File: src/rtl/ap_ctrl_txn_recorder_pkg.sv
// Shared types and record layout for the ap_ctrl_hs transaction recorder.
// The optional stall field is controlled by AP_TXN_STALL_COUNT_EN.
package ap_txn_pkg;

  typedef enum logic [1:0] {
    IDLE      = 2'd0,
    RUN       = 2'd1,
    DONE_WAIT = 2'd2,
    FINISHED  = 2'd3
  } txn_state_e;

`ifdef AP_TXN_STALL_COUNT_EN
  localparam bit STALL_EN = 1'b1;
`else
  localparam bit STALL_EN = 1'b0;
`endif

  // Record layout, LSB first: start_ts, latency, interval, [stall], incomplete
  localparam int unsigned START_LSB = 0;

  function automatic int unsigned rec_w(input int unsigned ts_w);
    return (STALL_EN ? 4 : 3) * ts_w + 1;
  endfunction

  function automatic int unsigned lat_lsb(input int unsigned ts_w);
    return ts_w;
  endfunction

  function automatic int unsigned ivl_lsb(input int unsigned ts_w);
    return 2 * ts_w;
  endfunction

  function automatic int unsigned stall_lsb(input int unsigned ts_w);
    return 3 * ts_w;
  endfunction

  function automatic int unsigned inc_bit(input int unsigned ts_w);
    return rec_w(ts_w) - 1;
  endfunction

endpackage

File: src/rtl/ap_ctrl_txn_recorder_if.sv
// Handshake, record stream and status signals of one recorder instance.
interface ap_ctrl_txn_recorder_if
  import ap_txn_pkg::*;
#(
  parameter int unsigned TS_W  = 32,
  parameter int unsigned DEPTH = 8,
  parameter int unsigned CNT_W = 16
);
  localparam int unsigned REC_W = rec_w(TS_W);
  localparam int unsigned LVL_W = $clog2(DEPTH) + 1;

  logic             ap_start;
  logic             ap_ready;
  logic             ap_done;
  logic             ap_continue;
  logic             finish;
  logic             rec_valid;
  logic             rec_ready;
  logic [REC_W-1:0] rec_data;
  logic             busy;
  logic [LVL_W-1:0] fifo_level;
  logic             overflow;
  logic [CNT_W-1:0] drop_cnt;
  logic [CNT_W-1:0] txn_cnt;
  logic             proto_err;

  modport master (
    output ap_start, ap_ready, ap_done, ap_continue, finish, rec_ready,
    input  rec_valid, rec_data, busy, fifo_level, overflow, drop_cnt, txn_cnt, proto_err
  );

  modport slave (
    input  ap_start, ap_ready, ap_done, ap_continue, finish, rec_ready,
    output rec_valid, rec_data, busy, fifo_level, overflow, drop_cnt, txn_cnt, proto_err
  );
endinterface

File: src/rtl/ap_ctrl_txn_recorder_fifo.sv
// First-word-fall-through FIFO: head word visible on rdata whenever not empty.
module sync_fifo_fwft #(
  parameter int unsigned WIDTH = 8,
  parameter int unsigned DEPTH = 8
) (
  input  logic                     clock,
  input  logic                     reset,
  input  logic                     push,
  input  logic [WIDTH-1:0]         wdata,
  input  logic                     pop,
  output logic [WIDTH-1:0]         rdata,
  output logic                     full,
  output logic                     empty,
  output logic [$clog2(DEPTH):0]   level
);
  localparam int unsigned AW    = $clog2(DEPTH);
  localparam int unsigned LVL_W = AW + 1;

  logic [WIDTH-1:0] mem [DEPTH];
  logic [AW-1:0]    wr_ptr_q;
  logic [AW-1:0]    rd_ptr_q;
  logic [LVL_W-1:0] level_q;
  logic             do_push_c;
  logic             do_pop_c;

  assign full      = (level_q == LVL_W'(DEPTH));
  assign empty     = (level_q == '0);
  assign level     = level_q;
  assign rdata     = mem[rd_ptr_q];
  // A full FIFO still accepts a push when the head leaves in the same cycle
  assign do_pop_c  = pop & ~empty;
  assign do_push_c = push & (~full | do_pop_c);

  always_ff @(posedge clock or posedge reset) begin
    if (reset) begin
      wr_ptr_q <= '0;
      rd_ptr_q <= '0;
      level_q  <= '0;
      for (int i = 0; i < int'(DEPTH); i++) mem[i] <= '0;
    end else begin
      if (do_push_c) begin
        mem[wr_ptr_q] <= wdata;
        wr_ptr_q      <= wr_ptr_q + AW'(1);
      end
      if (do_pop_c) rd_ptr_q <= rd_ptr_q + AW'(1);
      case ({do_push_c, do_pop_c})
        2'b10:   level_q <= level_q + LVL_W'(1);
        2'b01:   level_q <= level_q - LVL_W'(1);
        default: level_q <= level_q;
      endcase
    end
  end
endmodule

File: src/rtl/ap_ctrl_txn_recorder.sv
// Converts one block's ap_ctrl_hs handshake into timestamped transaction records.
// Define AP_TXN_STALL_COUNT_EN to add the per-transaction stall-cycle field.
module ap_ctrl_txn_recorder
  import ap_txn_pkg::*;
#(
  parameter int unsigned TS_W  = 32,
  parameter int unsigned DEPTH = 8,
  parameter int unsigned CNT_W = 16
) (
  input logic                   clock,
  input logic                   reset,
  ap_ctrl_txn_recorder_if.slave bus
);
  localparam int unsigned REC_W   = rec_w(TS_W);
  localparam int unsigned LAT_LSB = lat_lsb(TS_W);
  localparam int unsigned IVL_LSB = ivl_lsb(TS_W);
  localparam int unsigned INC_BIT = inc_bit(TS_W);

  txn_state_e       state_q, state_d;
  logic [TS_W-1:0]  ts_q;
  logic [TS_W-1:0]  start_ts_q;
  logic [TS_W-1:0]  prev_start_q;
  logic             prev_valid_q;
  logic [TS_W-1:0]  interval_q;
  logic [TS_W-1:0]  latency_q;
  logic [CNT_W-1:0] txn_cnt_q;
  logic [CNT_W-1:0] drop_cnt_q;
  logic             overflow_q;
  logic             proto_err_q;

  logic             push_c, pop_c, full_c, empty_c, drop_c;
  logic             take_start_c, cap_lat_c, proto_c, rec_inc_c;
  logic [TS_W-1:0]  ivl_now_c, rec_start_c, rec_lat_c, rec_ivl_c;
  logic [REC_W-1:0] rec_c;

  assign ivl_now_c = prev_valid_q ? (ts_q - prev_start_q) : '0;

  always_ff @(posedge clock or posedge reset) begin
    if (reset) state_q <= IDLE;
    else       state_q <= state_d;
  end

  // Next state plus the record presented to the FIFO on a push
  always_comb begin
    state_d      = state_q;
    push_c       = 1'b0;
    take_start_c = 1'b0;
    cap_lat_c    = 1'b0;
    proto_c      = 1'b0;
    rec_inc_c    = 1'b0;
    rec_start_c  = start_ts_q;
    rec_lat_c    = latency_q;
    rec_ivl_c    = interval_q;
    case (state_q)
      IDLE: begin
        if (bus.finish) begin
          state_d = FINISHED;
        end else if (bus.ap_start) begin
          take_start_c = 1'b1;
          cap_lat_c    = 1'b1;
          rec_start_c  = ts_q;
          rec_lat_c    = '0;
          rec_ivl_c    = ivl_now_c;
          if (bus.ap_done && bus.ap_continue) push_c  = 1'b1;
          else if (bus.ap_done)               state_d = DONE_WAIT;
          else                                state_d = RUN;
        end else if (bus.ap_done || bus.ap_ready) begin
          proto_c = 1'b1;
        end
      end
      RUN: begin
        if (bus.finish) begin
          push_c    = 1'b1;
          rec_inc_c = 1'b1;
          rec_lat_c = ts_q - start_ts_q;
          state_d   = FINISHED;
        end else if (bus.ap_done) begin
          cap_lat_c = 1'b1;
          rec_lat_c = ts_q - start_ts_q;
          if (bus.ap_continue) begin
            push_c  = 1'b1;
            state_d = IDLE;
          end else begin
            state_d = DONE_WAIT;
          end
        end
      end
      DONE_WAIT: begin
        if (bus.finish) begin
          push_c    = 1'b1;
          rec_inc_c = 1'b1;
          state_d   = FINISHED;
        end else if (bus.ap_done && bus.ap_continue) begin
          push_c  = 1'b1;
          state_d = IDLE;
        end
      end
      FINISHED: state_d = FINISHED;
      default:  state_d = IDLE;
    endcase
  end

`ifdef AP_TXN_STALL_COUNT_EN
  localparam int unsigned STALL_LSB = stall_lsb(TS_W);
  logic [TS_W-1:0] stall_q;
  logic            stall_inc_c;

  // A stall cycle is done held against a low continue without leaving the transaction
  assign stall_inc_c = (state_d == DONE_WAIT) & bus.ap_done & ~bus.ap_continue;

  always_ff @(posedge clock or posedge reset) begin
    if (reset)                              stall_q <= '0;
    else if (take_start_c)                  stall_q <= stall_inc_c ? TS_W'(1) : '0;
    else if (stall_inc_c && stall_q != '1)  stall_q <= stall_q + TS_W'(1);
  end
`endif

  always_comb begin
    rec_c                     = '0;
    rec_c[START_LSB +: TS_W]  = rec_start_c;
    rec_c[LAT_LSB +: TS_W]    = rec_lat_c;
    rec_c[IVL_LSB +: TS_W]    = rec_ivl_c;
`ifdef AP_TXN_STALL_COUNT_EN
    rec_c[STALL_LSB +: TS_W]  = take_start_c ? '0 : stall_q;
`endif
    rec_c[INC_BIT]            = rec_inc_c;
  end

  always_ff @(posedge clock or posedge reset) begin
    if (reset) begin
      ts_q         <= '0;
      start_ts_q   <= '0;
      prev_start_q <= '0;
      prev_valid_q <= 1'b0;
      interval_q   <= '0;
      latency_q    <= '0;
      txn_cnt_q    <= '0;
      drop_cnt_q   <= '0;
      overflow_q   <= 1'b0;
      proto_err_q  <= 1'b0;
    end else begin
      ts_q <= ts_q + TS_W'(1);
      if (take_start_c) begin
        start_ts_q   <= ts_q;
        prev_start_q <= ts_q;
        prev_valid_q <= 1'b1;
        interval_q   <= ivl_now_c;
        txn_cnt_q    <= txn_cnt_q + CNT_W'(1);
      end
      if (cap_lat_c) latency_q <= rec_lat_c;
      if (proto_c)   proto_err_q <= 1'b1;
      if (drop_c) begin
        overflow_q <= 1'b1;
        if (drop_cnt_q != '1) drop_cnt_q <= drop_cnt_q + CNT_W'(1);
      end
    end
  end

  assign pop_c  = ~empty_c & bus.rec_ready;
  assign drop_c = push_c & full_c & ~pop_c;

  sync_fifo_fwft #(
    .WIDTH (REC_W),
    .DEPTH (DEPTH)
  ) u_fifo (
    .clock (clock),
    .reset (reset),
    .push  (push_c),
    .wdata (rec_c),
    .pop   (pop_c),
    .rdata (bus.rec_data),
    .full  (full_c),
    .empty (empty_c),
    .level (bus.fifo_level)
  );

  assign bus.rec_valid = ~empty_c;
  assign bus.busy      = (state_q != IDLE);
  assign bus.overflow  = overflow_q;
  assign bus.drop_cnt  = drop_cnt_q;
  assign bus.txn_cnt   = txn_cnt_q;
  assign bus.proto_err = proto_err_q;
endmodule

File: src/flat_wrapper.sv
// flat-port wrapper written by rule: the top's interface ports become plain ports
module ap_ctrl_txn_recorder_flat import ap_txn_pkg::*;
#(
  parameter int unsigned TS_W  = 32,
  parameter int unsigned DEPTH = 8,
  parameter int unsigned CNT_W = 16
)
  (clock, reset, bus_ap_start, bus_ap_ready, bus_ap_done, bus_ap_continue, bus_finish, bus_rec_ready, bus_rec_valid, bus_rec_data, bus_busy, bus_fifo_level, bus_overflow, bus_drop_cnt, bus_txn_cnt, bus_proto_err);
  ap_ctrl_txn_recorder_if #(.TS_W(TS_W), .DEPTH(DEPTH), .CNT_W(CNT_W)) bus_i ();
  input logic clock;
  input logic reset;
  input wire logic [$bits(bus_i.ap_start)-1:0] bus_ap_start;
  input wire logic [$bits(bus_i.ap_ready)-1:0] bus_ap_ready;
  input wire logic [$bits(bus_i.ap_done)-1:0] bus_ap_done;
  input wire logic [$bits(bus_i.ap_continue)-1:0] bus_ap_continue;
  input wire logic [$bits(bus_i.finish)-1:0] bus_finish;
  input wire logic [$bits(bus_i.rec_ready)-1:0] bus_rec_ready;
  output wire logic [$bits(bus_i.rec_valid)-1:0] bus_rec_valid;
  output wire logic [$bits(bus_i.rec_data)-1:0] bus_rec_data;
  output wire logic [$bits(bus_i.busy)-1:0] bus_busy;
  output wire logic [$bits(bus_i.fifo_level)-1:0] bus_fifo_level;
  output wire logic [$bits(bus_i.overflow)-1:0] bus_overflow;
  output wire logic [$bits(bus_i.drop_cnt)-1:0] bus_drop_cnt;
  output wire logic [$bits(bus_i.txn_cnt)-1:0] bus_txn_cnt;
  output wire logic [$bits(bus_i.proto_err)-1:0] bus_proto_err;
  assign bus_i.ap_start = bus_ap_start;
  assign bus_i.ap_ready = bus_ap_ready;
  assign bus_i.ap_done = bus_ap_done;
  assign bus_i.ap_continue = bus_ap_continue;
  assign bus_i.finish = bus_finish;
  assign bus_i.rec_ready = bus_rec_ready;
  assign bus_rec_valid = bus_i.rec_valid;
  assign bus_rec_data = bus_i.rec_data;
  assign bus_busy = bus_i.busy;
  assign bus_fifo_level = bus_i.fifo_level;
  assign bus_overflow = bus_i.overflow;
  assign bus_drop_cnt = bus_i.drop_cnt;
  assign bus_txn_cnt = bus_i.txn_cnt;
  assign bus_proto_err = bus_i.proto_err;
  ap_ctrl_txn_recorder #(.TS_W(TS_W), .DEPTH(DEPTH), .CNT_W(CNT_W)) u_core (.clock(clock), .reset(reset), .bus(bus_i));
endmodule
File: config.mk
export PLATFORM = sky130hd
export DESIGN_NAME = ap_ctrl_txn_recorder_flat
export DESIGN_NICKNAME = d
export VERILOG_FILES = /design/src/rtl/ap_ctrl_txn_recorder_pkg.sv /design/src/rtl/ap_ctrl_txn_recorder_if.sv /design/src/rtl/ap_ctrl_txn_recorder_fifo.sv /design/src/rtl/ap_ctrl_txn_recorder.sv /design/src/flat_wrapper.sv
export SDC_FILE = /design/constraint.sdc
export NUM_CORES = 2
export LEC_CHECK = 0
export BUFFER_PORTS_ARGS = -buffer_cell sky130_fd_sc_hd__buf_4
export CORE_MARGIN = 4
export CORE_UTILIZATION = 55
export DETAILED_ROUTE_END_ITERATION = 16
export GPL_ROUTABILITY_DRIVEN = 1
export PLACE_DENSITY = 0.83
export RECOVER_POWER = 100
export SYNTH_ARGS = -nofsm -noshare
export SYNTH_HDL_FRONTEND = slang
export SYNTH_HIERARCHICAL = 1
export SYNTH_SLANG_ARGS = --single-unit
File: constraint.sdc
create_clock -name clock -period 64.5 [get_ports clock]
set_input_delay 6.45 -clock clock [delete_from_list [all_inputs] [get_ports clock]]
set_output_delay 6.45 -clock clock [all_outputs]
set_load 0.03 [all_outputs]
==> results.sh <==
export IMPL_max_ir_drop_vdd_uv=30.8
export IMPL_grt_remaining_overflow=0
export IMPL_cts_hold_buffers_added=0
export IMPL_cell_internal_pwr_mw=1.70
export IMPL_floorplan_die_width_um=292
export IMPL_netSwitchingFraction_pct=38.0
export IMPL_finalNetCount=3153
export IMPL_finalHoldViolCount=0
export IMPL_fin_setup_tns_ns=0
export IMPL_routedWlPerCell_um=24.3
export IMPL_startpoint_type="primary input"
export IMPL_static_leakage_power_nw=22.6
export IMPL_worst_clock_skew_ns=0.0331
export IMPL_clk_latency_ns=0.66
export IMPL_fin_crit_sh_pct=32.5
export IMPL_yosysSeqAreaShare_pct=53.7
export IMPL_yosys_area_top_type="dfrtp_1"
export IMPL_power_density_nw_per_um2=56.2
export IMPL_num_fill_cells=5757
export IMPL_gpl_final_weighted_congestion=0.903
export IMPL_yosys_cell_count_top_type="dfrtp_1"
export IMPL_timing_slew_headroom_pct=-525
export IMPL_buffer_ports_inserted=144
export IMPL_core_area_um2=79400
export IMPL_clock_power_share_pct=20.9
export IMPL_drt_total_wl_um=103000
export IMPL_pin_count=145
export IMPL_synth_top_cell_area_share_pct=53.7
export IMPL_flow_area_growth_from_synthesis_pct=10.1
export IMPL_placed_area_um2=46000
export IMPL_synthDistinctLibCells=69
export IMPL_rsz0062_at_grt="false"
export IMPL_initial_utilization_pct=55.8
export IMPL_failed_checks="DRC, capacitance limit, slew limit"
export IMPL_synth_area_per_cell_um2=14.8
export IMPL_core_rowCount=103
export IMPL_tritoncts_num_buffers=98
export IMPL_finalWorstPathRequiredPeriod_ns=20.97
export IMPL_dr_pass1_iters=12
export IMPL_mapped_cells=2996
export IMPL_hold_slack_ns=0.470
export IMPL_post_cts_resized=0
export IMPL_post_cts_setup_buffer_count=0
export IMPL_setup_violations_final=0
export IMPL_post_synth_instance_area_um2=44300
export IMPL_place_detailed_hpwl_um=64300
export IMPL_grt_antenna_before_repair=1
export IMPL_synth_seq_cells=951
export IMPL_cpMaxStageDelayCell="clkbuf_1"
export IMPL_max_stage_delay_ns=6.56
export IMPL_layout_drive_gt1_share_pct=36.6
export IMPL_pins_over_slew_limit=2302
export IMPL_timing_setup_critical_path_class="primary input to asynchronous set/reset pin"
export IMPL_worstPathArrival_ns=19.35
export IMPL_route_detailed_drc=1
export IMPL_route_antenna_remaining_nets=0
export IMPL_track_usage_pct=24.2
export IMPL_worstSetupEndpointType="asynchronous set/reset pin"
export IMPL_cp_data_required_time_ns=62.88
export IMPL_grt_pass1_wl_um=164000
export IMPL_drt_iter0_markers=1997
export IMPL_worstPathCellList="clkbuf_1, clkinvlp_2, clkbuf_1, clkbuf_1"
export IMPL_cts_sink_count=951
export IMPL_seq_power_share_pct=34.9
export IMPL_edff_count_synth=0
export IMPL_diodes=0
export IMPL_routed_via_count=26400
export IMPL_ys_async_sr_fraction_pct=100
export IMPL_post_drt_via_cell_ratio=6.24
export IMPL_critPathMaxFanout=184
export IMPL_clockBufferDepth=3
export IMPL_worst_hold_path_type="flip-flop to flip-flop"
export IMPL_netSwitchingPower_mw=1.04
export IMPL_dieHeight_um=292
export IMPL_synth_net_count=3050
export IMPL_power_share_combinational_pct=44.2
export IMPL_worst_slew_pin_slew_ns=9.37
export IMPL_synthesis_yosys_warnings=6
export IMPL_die_area_um2=85100
export IMPL_grt_pass1_vias=28800
export IMPL_path_clk_slew_ns=0.06
export IMPL_critical_path_most_common_cell="clkbuf_1"
export IMPL_synth_area_top_cells="dfrtp_1 54%, mux2_2 20%, mux4_2 9.9%, mux2_1 2.5%, a22o_1 1.7%"
export IMPL_pin_count_of_the_biggest_net_entering_global_routing=185
export IMPL_clock_root_buffer="clkbuf_16"
export IMPL_max_cap_viol_count=40
export IMPL_postSynth_topFlopCell="dfrtp_1"
export IMPL_max_freq_mhz=47.7
export IMPL_netlist_top_cells_count="951 x dfrtp_1, 782 x mux2_2, 194 x mux4_2"
export IMPL_run_status="complete, but fails checks"
export IMPL_finish_instance_area_um2=48800
export IMPL_cts_htree_levels=3
export IMPL_cts_tree="done"
path summary, 6_finish.rpt:
| check | start | end | slack [ns] | depth (start not counted) |
|---|---|---|---|---|
| worst min-delay path | u_core/bus.txn_cnt[15]$_DFFE_PP0P_ | u_core/bus.txn_cnt[15]$_DFFE_PP0P_ | 0.47 | 1 |
| worst max-delay path | reset | u_core/u_fifo/mem[671]$_DFFE_PP0P_ | 43.53 | 4 |
| max in group clock | bus_finish | u_core/u_fifo/mem[28]$_DFFE_PP0P_ | 47.65 | 9 |
| worst min register to register | u_core/bus.txn_cnt[15]$_DFFE_PP0P_ | u_core/bus.txn_cnt[15]$_DFFE_PP0P_ | 0.47 | 1 |
| min in group asynchronous | reset | u_core/bus.drop_cnt[2]$_DFFE_PP0P_ | 7.02 | 2 |
| worst max register to register | u_core/state_q[0]$_DFFE_PP0P_ | u_core/u_fifo/mem[28]$_DFFE_PP0P_ | 52.99 | 10 |
per-stage QoR:
stage                     cells  power, mW  worst slack, ns  utilization, %
after floorplan            2996       1.80            35.98               -
after CTS                  4225       2.77            53.62            62.1
final                      4225       2.74            43.53            61.4
after detailed placement   4049       2.18            54.03            58.0
after global routing       4225       2.87            40.46            61.4
after global placement     4049       2.11            54.17            58.0
worst max-delay path: cells and delay by family:
family | cells | cell delay (ns)
buffers and inverters | 4 | 12.45
sequential cells by signal (all words and copies together) (netlist names), 4 cells and up:
register,count
u_core/bus.drop_cnt,16
u_core/u_fifo/mem,776
u_core/u_fifo/level,4
u_core/interval_q,32
u_core/ts_q,32
u_core/bus.txn_cnt,16
u_core/latency_q,32
u_core/prev_start_q,32
per-layer routing:
layer | wire (um) | global-route usage (%)
met5 | 9 | 0
met4 | 3100 | 8.08
met3 | 5520 | 3.80
met2 | 52900 | 41.9
met1 | 41200 | 31.4
layout by cell type (no fill, tap or decap), types with 7 or more instances in the layout:
master,count
a21o_1,9
a21oi_1,46
a22o_1,85
a31oi_1,7
and3_1,19
buf_4,56
clkbuf_1,139
clkbuf_16,101
clkbuf_8,22
clkinv_2,20
clkinvlp_4,7
dfrtp_1,950
ha_1,44
inv_1,55
mux2_1,154
mux2_2,728
mux4_2,194
nand2_1,126
nand2b_1,8
nand3_1,32
nand4_1,13
nor2_1,37
nor2b_1,7
nor3_1,8
o21a_1,8
o21ai_0,112
o21ai_1,12
o21bai_1,8
xnor2_1,68
xor2_1,28
layout make-up:
cell class / count / area [um^2] / area share, %
flip-flops and latches: 951 / 23800 / 48.8
multi-input cells: 1807 / 19200 / 39.4
clock buffers: 135 / 2880 / 5.90
well taps: 1050 / 1310 / 2.69
repair buffers: 184 / 905 / 1.86
clock inverters: 41 / 429 / 0.880
inverters: 57 / 216 / 0.444
cell families (layout without fill, tap and decap cells):
| kind of cell | Yosys count | after routing | synth area share [%] |
|---|---|---|---|
| AOI/OAI and AO/OA | 318 | 318 | 5.07 |
| xor gates and xnor gates | 96 | 96 | 1.90 |
| adders and majority gates | 46 | 46 | 1.33 |
| buffers and inverters | 238 | 417 | 2.80 |
| DFF | 951 | 951 | 53.7 |
| muxes | 1076 | 1076 | 32.3 |
| and+or+nand+nor | 271 | 271 | 2.88 |
power groups by stage:
stage	logic, mW	registers (mW)	clock network [mW]
floorplan	0.891	0.905	0
global placement	1.18	0.936	0
detailed placement	1.22	0.964	0
CTS	1.23	0.956	0.583
global route	1.29	0.981	0.607
finish	1.21	0.958	0.573
Note: power is estimated with default switching activity, not from simulation.
